===== src/rtl/atetris_pkg.sv =====
// atetris_pkg -- shared video timing constants and helpers for the Atari Tetris hv generator (rev 1.0)
`default_nettype none
package atetris_pkg;
  localparam int HTOTAL_DEF  = 456;
  localparam int HVIS_DEF    = 336;
  localparam int VTOTAL_DEF  = 262;
  localparam int VVIS_DEF    = 240;

  localparam int HSYNC_WIDTH = 32;
  localparam int VSYNC_WIDTH = 3;
  localparam int HSYNC_BASE  = 32;
  localparam int VSYNC_BASE  = 4;

  // Sign-extend a 5-bit two's-complement offset into the 10-bit window arithmetic.
  function automatic logic [9:0] sext5(input logic [4:0] v);
    return {{5{v[4]}}, v};
  endfunction
endpackage
`default_nettype wire


===== src/rtl/atetris_synwin.sv =====
// atetris_synwin -- counter-compare window: active while start <= pos < start+width (rev 1.0)
`default_nettype none
module atetris_synwin (
  input  logic [9:0] start,
  input  logic [9:0] width,
  input  logic [9:0] pos,
  output logic       active
);
  logic [9:0] stop;

  assign stop   = start + width;
  assign active = (pos >= start) && (pos < stop);
endmodule
`default_nettype wire


===== src/rtl/atetris_hvgen.sv =====
// atetris_hvgen -- Atari Tetris raster timing generator, rev 1.0.
// Define ATETRIS_HVGEN_SHIFT_EN to let HOFS/VOFS shift the sync windows (latched at frame wrap).
`default_nettype none
module atetris_hvgen
  import atetris_pkg::*;
#(
  parameter int HTOTAL = HTOTAL_DEF,
  parameter int HVIS   = HVIS_DEF,
  parameter int VTOTAL = VTOTAL_DEF,
  parameter int VVIS   = VVIS_DEF
) (
  input  logic       MCLK,
  input  logic       RESET,
  input  logic [3:0] HOFS,
  input  logic [2:0] VOFS,
  output logic       PCE,
  output logic [8:0] HPOS,
  output logic [8:0] VPOS,
  output logic       HBLANK,
  output logic       VBLANK,
  output logic       HSYNC,
  output logic       VSYNC,
  output logic       LSTART,
  output logic       FIELD
);
  localparam logic [8:0] H_LAST = 9'(HTOTAL - 1);
  localparam logic [8:0] V_LAST = 9'(VTOTAL - 1);
  localparam logic [8:0] H_VIS  = 9'(HVIS);
  localparam logic [8:0] V_VIS  = 9'(VVIS);
  localparam logic [9:0] H_BASE = 10'(HVIS + HSYNC_BASE);
  localparam logic [9:0] V_BASE = 10'(VVIS + VSYNC_BASE);
  localparam logic [9:0] H_WID  = 10'(HSYNC_WIDTH);
  localparam logic [9:0] V_WID  = 10'(VSYNC_WIDTH);

  logic       phase;
  logic       h_wrap;
  logic       v_wrap;
  logic [8:0] hpos_nx;
  logic [8:0] vpos_nx;
  logic [3:0] hofs_lat;
  logic [2:0] vofs_lat;
  logic [9:0] hs_start;
  logic [9:0] vs_start;
  logic       hs_nx;
  logic       vs_nx;

  always_comb begin
    h_wrap  = (HPOS == H_LAST);
    v_wrap  = (VPOS == V_LAST);
    hpos_nx = h_wrap ? 9'd0 : HPOS + 9'd1;
    vpos_nx = VPOS;
    if (h_wrap) begin
      vpos_nx = v_wrap ? 9'd0 : VPOS + 9'd1;
    end
  end

`ifdef ATETRIS_HVGEN_SHIFT_EN
  // Offsets only change at the frame wrap so a frame never shows a torn sync position.
  always_ff @(posedge MCLK) begin
    if (RESET) begin
      hofs_lat <= '0;
      vofs_lat <= '0;
    end else if (phase && h_wrap && v_wrap) begin
      hofs_lat <= HOFS;
      vofs_lat <= VOFS;
    end
  end
`else
  logic unused_ofs;
  assign unused_ofs = ^{HOFS, VOFS};
  assign hofs_lat   = '0;
  assign vofs_lat   = '0;
`endif

  // HOFS counts in pixel pairs; VOFS counts in lines.
  assign hs_start = H_BASE + sext5({hofs_lat, 1'b0});
  assign vs_start = V_BASE + sext5({vofs_lat[2], vofs_lat});

  atetris_synwin u_hsync_win (
    .start  (hs_start),
    .width  (H_WID),
    .pos    ({1'b0, hpos_nx}),
    .active (hs_nx)
  );

  atetris_synwin u_vsync_win (
    .start  (vs_start),
    .width  (V_WID),
    .pos    ({1'b0, vpos_nx}),
    .active (vs_nx)
  );

  // Decodes are computed from the next counter values so they land together with the counters.
  always_ff @(posedge MCLK) begin
    if (RESET) begin
      phase  <= 1'b0;
      PCE    <= 1'b0;
      HPOS   <= '0;
      VPOS   <= '0;
      FIELD  <= 1'b0;
      HBLANK <= 1'b0;
      VBLANK <= 1'b0;
      HSYNC  <= 1'b0;
      VSYNC  <= 1'b0;
      LSTART <= 1'b1;
    end else begin
      phase <= ~phase;
      PCE   <= phase;
      if (phase) begin
        HPOS   <= hpos_nx;
        VPOS   <= vpos_nx;
        HBLANK <= (hpos_nx >= H_VIS);
        VBLANK <= (vpos_nx >= V_VIS);
        HSYNC  <= hs_nx;
        VSYNC  <= vs_nx;
        LSTART <= h_wrap;
        if (h_wrap && v_wrap) begin
          FIELD <= ~FIELD;
        end
      end
    end
  end
endmodule
`default_nettype wire


===== config.mk =====
export PLATFORM = sky130hd
export DESIGN_NAME = atetris_hvgen
export DESIGN_NICKNAME = d
export VERILOG_FILES = /design/src/rtl/atetris_pkg.sv /design/src/rtl/atetris_synwin.sv /design/src/rtl/atetris_hvgen.sv
export SDC_FILE = /design/constraint.sdc
export NUM_CORES = 1
export LEC_CHECK = 0
export CELL_PAD_IN_SITES_DETAIL_PLACEMENT = 0
export CELL_PAD_IN_SITES_GLOBAL_PLACEMENT = 1
export CORE_ASPECT_RATIO = 1.1
export CORE_UTILIZATION = 40
export DETAILED_ROUTE_END_ITERATION = 10
export PLACE_DENSITY = 0.83
export SYNTH_ARGS = -nofsm -noshare
export SYNTH_HDL_FRONTEND = slang
export SYNTH_HIERARCHICAL = 1
export SYNTH_SLANG_ARGS = --single-unit

===== constraint.sdc =====
create_clock -name MCLK -period 4.2 [get_ports MCLK]
set_input_delay 0.84 -clock MCLK [delete_from_list [all_inputs] [get_ports MCLK]]
set_output_delay 0.84 -clock MCLK [all_outputs]
set_load 0.03 [all_outputs]

==> summary.txt, run 1 <==
Power and ir drop
  – Worst vdd ir: 177.8 µV
  – Power per cell area: 183.8 nW/µm²
  – Static leakage: 1.832 nW

Detailed routing
  – First-pass DRT Iterations: 4
  – Remaining DRCs: 0
  – Antenna viol nets, final: 0
  – DRT iter0 DRCs: 75
  – Vias: 2788
  – Routed WL: 6.592 mm
  – Routed wire per std cell: 11.50 µm
  – Vias per std cell: 4.866

Clock tree
  – Post-CTS Resized: 0
  – Clock Tree Buf Depth: 2
  – # clock sinks: 26
  – H-tree depth: 1
  – CTS tree: yes
  – Root buf cell: clkbuf_8
  – TritonCTS buffer count: 3
  – Clock Latency Late Sink: 0.27 ns
  – Clock slew at reported path FFs: 0.09 ns
  – # hold bufs at CTS: 0
  – Setup bufs post-CTS: 0

Worst setup path
  – CP Launch Type: flip-flop
  – Buffers plus inverters on the worst setup path: 0
  – Crit-path cells: ha_1 -> or4b_4 -> nor4_4 -> o21ai_0 -> nand2_1 -> nand2_1 -> ha_1 -> a21oi_1 -> o21ai_0 -> a221oi_1 -> o21ai_0 -> o311a_1 -> mux2i_1 -> nor2_1
  – Largest stage delay, worst path: 0.49 ns
  – Reg2reg setup slack: 0.86 ns
  – Crit end category: flip-flop
  – Crit path max-delay family: simple AND/OR/NAND/NOR gates
  – Arr. time, crit path: 3.50 ns
  – Most repeated library cell on the critical path: o21ai_0
  – Worst Path Max Fanout: 9
  – Critical-path top delay cell: dfxtp_1
  – WS Path Type: reg2reg
  – Worst EP required: 4.36 ns

Yosys
  – Yosys top cell area share: 23.39%
  – Mapped Cells: 383
  – Top cell type by total area after synthesis: ha_1
  – EDFF count, synth: 0
  – Synth top cells by count: 60 x ha_1, 29 x a21oi_1, 29 x nor2_1
  – Post-synthesis cell type count: 62
  – Syn avg cell area: 8.379 µm²
  – Async SR Flop Fraction: 0%
  – Synth top area cells: ha_1 23%, dfxtp_1 16%, xor2_1 5.2%
  – Yosys warnings: 6
  – Most common cell in the netlist: ha_1
  – Cell Area, Synth: 3209 µm²
  – Synth Register Bits: 26
  – Register area share after synthesis: 16.22%
  – Top_reg_cell synth: dfxtp_1

Final layout
  – Share of cells above drive strength 1: 6.624%
  – Non-filler cells, final: 573
  – Syn-to-layout area delta: 18.95%
  – Diode count: 0
  – Fin util: 50.25%
  – Nets: 540

Timing
  – Hold Fails Final Rpt: 0
  – Period Utilization, post-route: 79.58%
  – TNS Setup: 0 ns
  – Fin. max-slew vios: 0
  – Final setup vio count: 0
  – Fmax: 299.2 MHz
  – RSZ-0062 raised after global routing: no
  – Final Skew: 0.004526 ns
  – Period minus WS final: 3.342 ns

Global routing
  – Gr usage total: 16.86%
  – Initial antenna violation count: 0
  – Largest net degree at the start of global routing: 24
  – Gr ovfl total: 0
  – Global-route wire length before repair: 11.47 mm
  – Vias in the first global route: 2616

Outcome
  – Outcome: finished clean

Placed design
  – RePlAce Congestion: 0.7788
  – Port buffer count: 26
  – Placed insts: 569
  – HPWL Detailed: 5.350 mm

Die
  – DIE WIDTH: 87.41 µm
  – Die area: 8386 µm²
  – Starting density of the core: 42.24%
  – # IOs: 34
  – Die height: 95.95 µm
  – Total core area: 7597 µm²
  – Row cnt: 33

Worst hold path
  – Hold Path Class: reg2reg

Job
  – Max_cap viols: 0
worst reg2reg max path, cell delays in order, from the launching register on:
cell and delay [ns]:
dfxtp_1 0.49, ha_1 0.19, or4b_4 0.47, nor4_4 0.40
o21ai_0 0.16, nand2_1 0.12, nand2_1 0.10, ha_1 0.30
a21oi_1 0.13, o21ai_0 0.13, a221oi_1 0.30, o21ai_0 0.15
o311a_1 0.13, mux2i_1 0.13, nor2_1 0.05
cell type report:
class	instances	area, µm²
inverters	27	101.3
repair buffers	29	282.8
clock buffers	4	55.05
multi-input cells	382	2726
well taps	105	131.4
flip-flops and latches	26	520.5
fillers	782	3780
report_power, final:
group | switching [mW] | internal, mW
Sequential | 0.0105 | 0.254
Clock | 0.0807 | 0.0839
Combinational | 0.151 | 0.121
stage by stage:
| stage | instance area, µm² | total power, mW | setup WS, ns | hold WS [ns] |
|---|---|---|---|---|
| finish | 3817 | 0.7015 | 0.8576 | 0.4834 |
| global placement | 3762 | 0.5177 | 0.9163 | 0.4593 |
| detailed placement | 3762 | 0.5224 | 0.8424 | 0.4678 |
| CTS | 3817 | 0.6878 | 0.8156 | 0.4905 |
| floorplan | 3450 | 0.4851 | 1.124 | 0.5438 |
| global route | 3817 | 0.7605 | 0.5734 | 0.5115 |
kinds of logic after synthesis:
group                    share of synthesized area (%)
XOR/XNOR                                         8.733
AO/OA/AOI/OAI                                    20.98
adder cells (fa/ha/maj)                          24.64
other                                           0.2340
AND/OR/NAND/NOR                                  21.01
buffers and inverters                            6.315
multiplexers                                     1.871
flip-flops                                       16.22
state kept, by name, summed over array words and instances, names as in the netlist:
name    count
HBLANK      1
PCE         1
FIELD       1
VPOS        9
phase       1
VBLANK      1
HPOS        9
LSTART      1
HSYNC       1
VSYNC       1
path summary, 6_finish.rpt:
path | from | end | depth (start not counted)
worst max-delay path | VPOS[0]$_SDFFE_PP0P_ | VSYNC$_SDFFE_PP0P_ | 14
worst min-delay path | LSTART$_SDFFE_PP1P_ | LSTART$_SDFFE_PP1P_ | 1
worst max register to register | VPOS[0]$_SDFFE_PP0P_ | VSYNC$_SDFFE_PP0P_ | 14
worst min register to register | LSTART$_SDFFE_PP1P_ | LSTART$_SDFFE_PP1P_ | 1
cells in the final DEF, fill, tap and decap left out, types with 18 or more instances in the layout:
master and count:
nand2_1 28, conb_1 66, o21ai_0 18, clkdlybuf4s50_1 26, xor2_1 19, ha_1 60
a21oi_1 29, nor2_1 29, inv_1 27, dfxtp_1 26
per-layer routing:
| metal | share of wire [%] | global-route usage, % |
|---|---|---|
| met3 | 2.5 | 1.029 |
| met2 | 51 | 32.75 |
| met5 | 0 | 0 |
| met1 | 46 | 20.19 |
| met4 | 1.1 | 3.552 |
Power figures use the tool's default switching activity.
==> run 2: changes to the inputs <==
- PLACE_DENSITY: 0.83 -> 0.86
- clock period: 4.2 -> 2.9 ns (I/O delays scaled with it)
==> run 2 against run 1 <==
Net effect:
- largest power group unchanged
- worst setup slack worse by 0.74 ns
- hold slack better by 0.014 ns
- first-iteration DRC count grew 2.7%
- fmax rose by 20%
- cell area grew 6.9%
- utilization increased by 3.5 points
- via count rose by 3.2%
- sequential share of layout area fell by 0.64 points
- die area unchanged
- clock skew fell by 0.0022 ns
- combinational power grew 53%
==> summary.txt, run 2 (synthesis results as in run 1) <==
Outcome
  – Outcome: finished clean

Timing
  – Fin. max-slew vios: 0 (unchanged)
  – Hold Fails Final Rpt: 0 (unchanged)
  – Max transition margin: 60.65%
  – Setup ws final: 0.1220 ns (-0.7356 ns)
  – Fmax: 360.0 MHz (+20%)
  – Final setup vio count: 0 (unchanged)
  – Period minus WS final: 2.778 ns (-0.5644 ns)
  – Final Skew: 0.002346 ns (-0.002180 ns)
  – RSZ-0062 raised after global routing: yes
  – Least-Margin Pin Slew: 0.5894 ns
  – Period Utilization, post-route: 95.79% (+16 points)
  – TNS Setup: 0 ns (unchanged)

Placed design
  – Placed instance area: 3945 µm² (+4.9%)
  – HPWL Detailed: 5.561 mm (+3.9%)
  – RePlAce Congestion: 0.8485 (+8.9%)
  – Dpl ws: -0.05398 ns (-0.8964 ns)
  – Port buffer count: 26 (unchanged)

Final layout
  – Nets: 564 (+4.4%)
  – Most common cell after layout, fill and taps aside: conb_1
  – Syn-to-layout area delta: 27.21%
  – Diode count: 0 (unchanged)
  – Largest regs: HPOS: 9 flops, VPOS: 9 flops
  – Post-route cell area: 4083 µm² (+6.9%)
  – Commonest cells after routing, fill and taps aside: 66 x conb_1, 59 x ha_1, 28 x nor2_1, 28 x a21oi_1, 27 x inv_1
  – FILL cells: 756 (-3.3%)
  – Share of cells above drive strength 1: 14.43% (+7.8 points)

Clock tree
  – Root buf cell: clkbuf_8
  – Clock Latency Late Sink: 0.27 ns (about the same)
  – H-tree depth: 1 (unchanged)
  – # hold bufs at CTS: 0 (unchanged)
  – CTS tree: yes
  – TritonCTS buffer count: 3 (unchanged)
  – Clock slew at reported path FFs: 0.09 ns (about the same)
  – # clock sinks: 26 (unchanged)
  – Clock Tree Buf Depth: 2 (unchanged)

Worst setup path
  – WS Path Type: reg2reg
  – Arr. time, crit path: 2.94 ns (-0.56 ns)
  – Most repeated library cell on the critical path: ha_1
  – Worst EP required: 3.06 ns (-1.30 ns)
  – Crit path max-delay family: simple AND/OR/NAND/NOR gates
  – Buffers plus inverters on the worst setup path: 3 (+3)
  – CP Launch Type: flip-flop
  – Crit end category: flip-flop
  – Worst Path Max Fanout: 3 (-6)
  – Crit-path cells: inv_1 -> ha_1 -> or4b_4 -> nor4_4 -> buf_4 -> buf_6 -> o21ai_2 -> nand2_2 -> o31ai_4 -> ha_1 -> nand2_1 -> o311a_1 -> mux2i_1 -> nor2_1
  – Critical-path top delay cell: or4b_4
  – Largest stage delay, worst path: 0.47 ns (-0.02 ns)

Job
  – Max_cap viols: 0 (unchanged)

Die
  – Die height: 95.95 µm (unchanged)
  – Row cnt: 33 (unchanged)
  – # IOs: 34 (unchanged)
  – Die area: 8386 µm² (unchanged)
  – DIE WIDTH: 87.41 µm (unchanged)
  – Total core area: 7597 µm² (unchanged)
  – Starting density of the core: 42.24% (unchanged)

Global routing
  – Initial antenna violation count: 0 (unchanged)
  – Gr ovfl total: 0 (unchanged)
  – Gr usage total: 17.95% (+1.1 points)
  – Vias in the first global route: 2838 (+8.5%)
  – Global-route wire length before repair: 12.28 mm (+7.0%)
  – Largest net degree at the start of global routing: 23 (-4.2%)

Power and ir drop
  – Tot Pwr: 1.101 mW (+57%)
  – Static leakage: 1.972 nW (+7.7%)
  – Worst vdd ir: 235.1 µV (+32%)
  – Power per cell area: 269.8 nW/µm² (+47%)

Detailed routing
  – Top Layer Used: met4
  – M1 WL: 3.202 mm (+5.9%)
  – WL met2: 3.485 mm (+4.7%)
  – First-pass DRT Iterations: 4 (unchanged)
  – Remaining DRCs: 0 (unchanged)
  – Vias per std cell: 4.819 (-0.96%)
  – Antenna viol nets, final: 0 (unchanged)
  – DR WL met3: 151 µm (-6.8%)
  – DRT iter0 DRCs: 77 (+2.7%)
  – Routed wire per std cell: 11.53 µm (+0.26%)
  – Vias: 2877 (+3.2%)
  – Routed WL: 6.886 mm (+4.5%)

Worst hold path
  – Hold Path Class: reg2reg
## run 2: final cells by class
type	count	area, µm²	area share [%]
multi-input combinational	382	2781	68.13
clock inverter	1	30.03	0.7355
tap	105	131.4	3.218
sequential	26	530.5	12.99
timing repair buffer	53	466.7	11.43
inverter	27	101.3	2.482
clock buffer	3	41.29	1.011
## run 2: per-stage QoR
stage               hold WS, ns  util, %  cells
finish                   0.4970    53.74    597
global route             0.5239    53.74    597
CTS                      0.5052    52.87    596
detailed placement       0.4819    51.93    592
global placement         0.4606    51.93    592
floorplan                0.5438        -    447
## run 2: final timing paths
kind                    endpoint  cells past startpoint  slack, ns                 start
max reg2reg   VSYNC$_SDFFE_PP0P_                     14       0.12  VPOS[1]$_SDFFE_PP0P_
min          LSTART$_SDFFE_PP1P_                      1       0.50   LSTART$_SDFFE_PP1P_
min reg2reg  LSTART$_SDFFE_PP1P_                      1       0.50   LSTART$_SDFFE_PP1P_
max           VSYNC$_SDFFE_PP0P_                     14       0.12  VPOS[1]$_SDFFE_PP0P_
## run 2: what timing repair did
action	4_1_cts	5_1_grt
setup endpoints to repair	1	2
gates resized for setup	0	14
pin swaps	2	8
buffers inserted	0	1
## run 2: layer usage
layer  global-route usage, %  vias to the layer above
met1                   22.47                     1320
met5                       0                        -
met3                   1.372                        4
met2                   33.40                       25
li1                        -                     1528
met4                   3.825                        0
## run 2: power by group
| part | switching (mW) | total (mW) | internal [mW] |
|---|---|---|---|
| clock network | 0.118 | 0.302 | 0.185 |
| logic | 0.228 | 0.417 | 0.189 |
| registers | 0.0146 | 0.383 | 0.368 |
| total | 0.360 | 1.10 | 0.741 |
## run 2: worst reg2reg max path: cells and delay by family (launching register included)
family | cells | cell delay (ns)
AOI/OAI and AO/OA | 3 | 0.50
adders and majority gates | 2 | 0.45
buffers and inverters | 3 | 0.32
DFF | 1 | 0.33
muxes | 1 | 0.13
and+or+nand+nor | 5 | 0.95
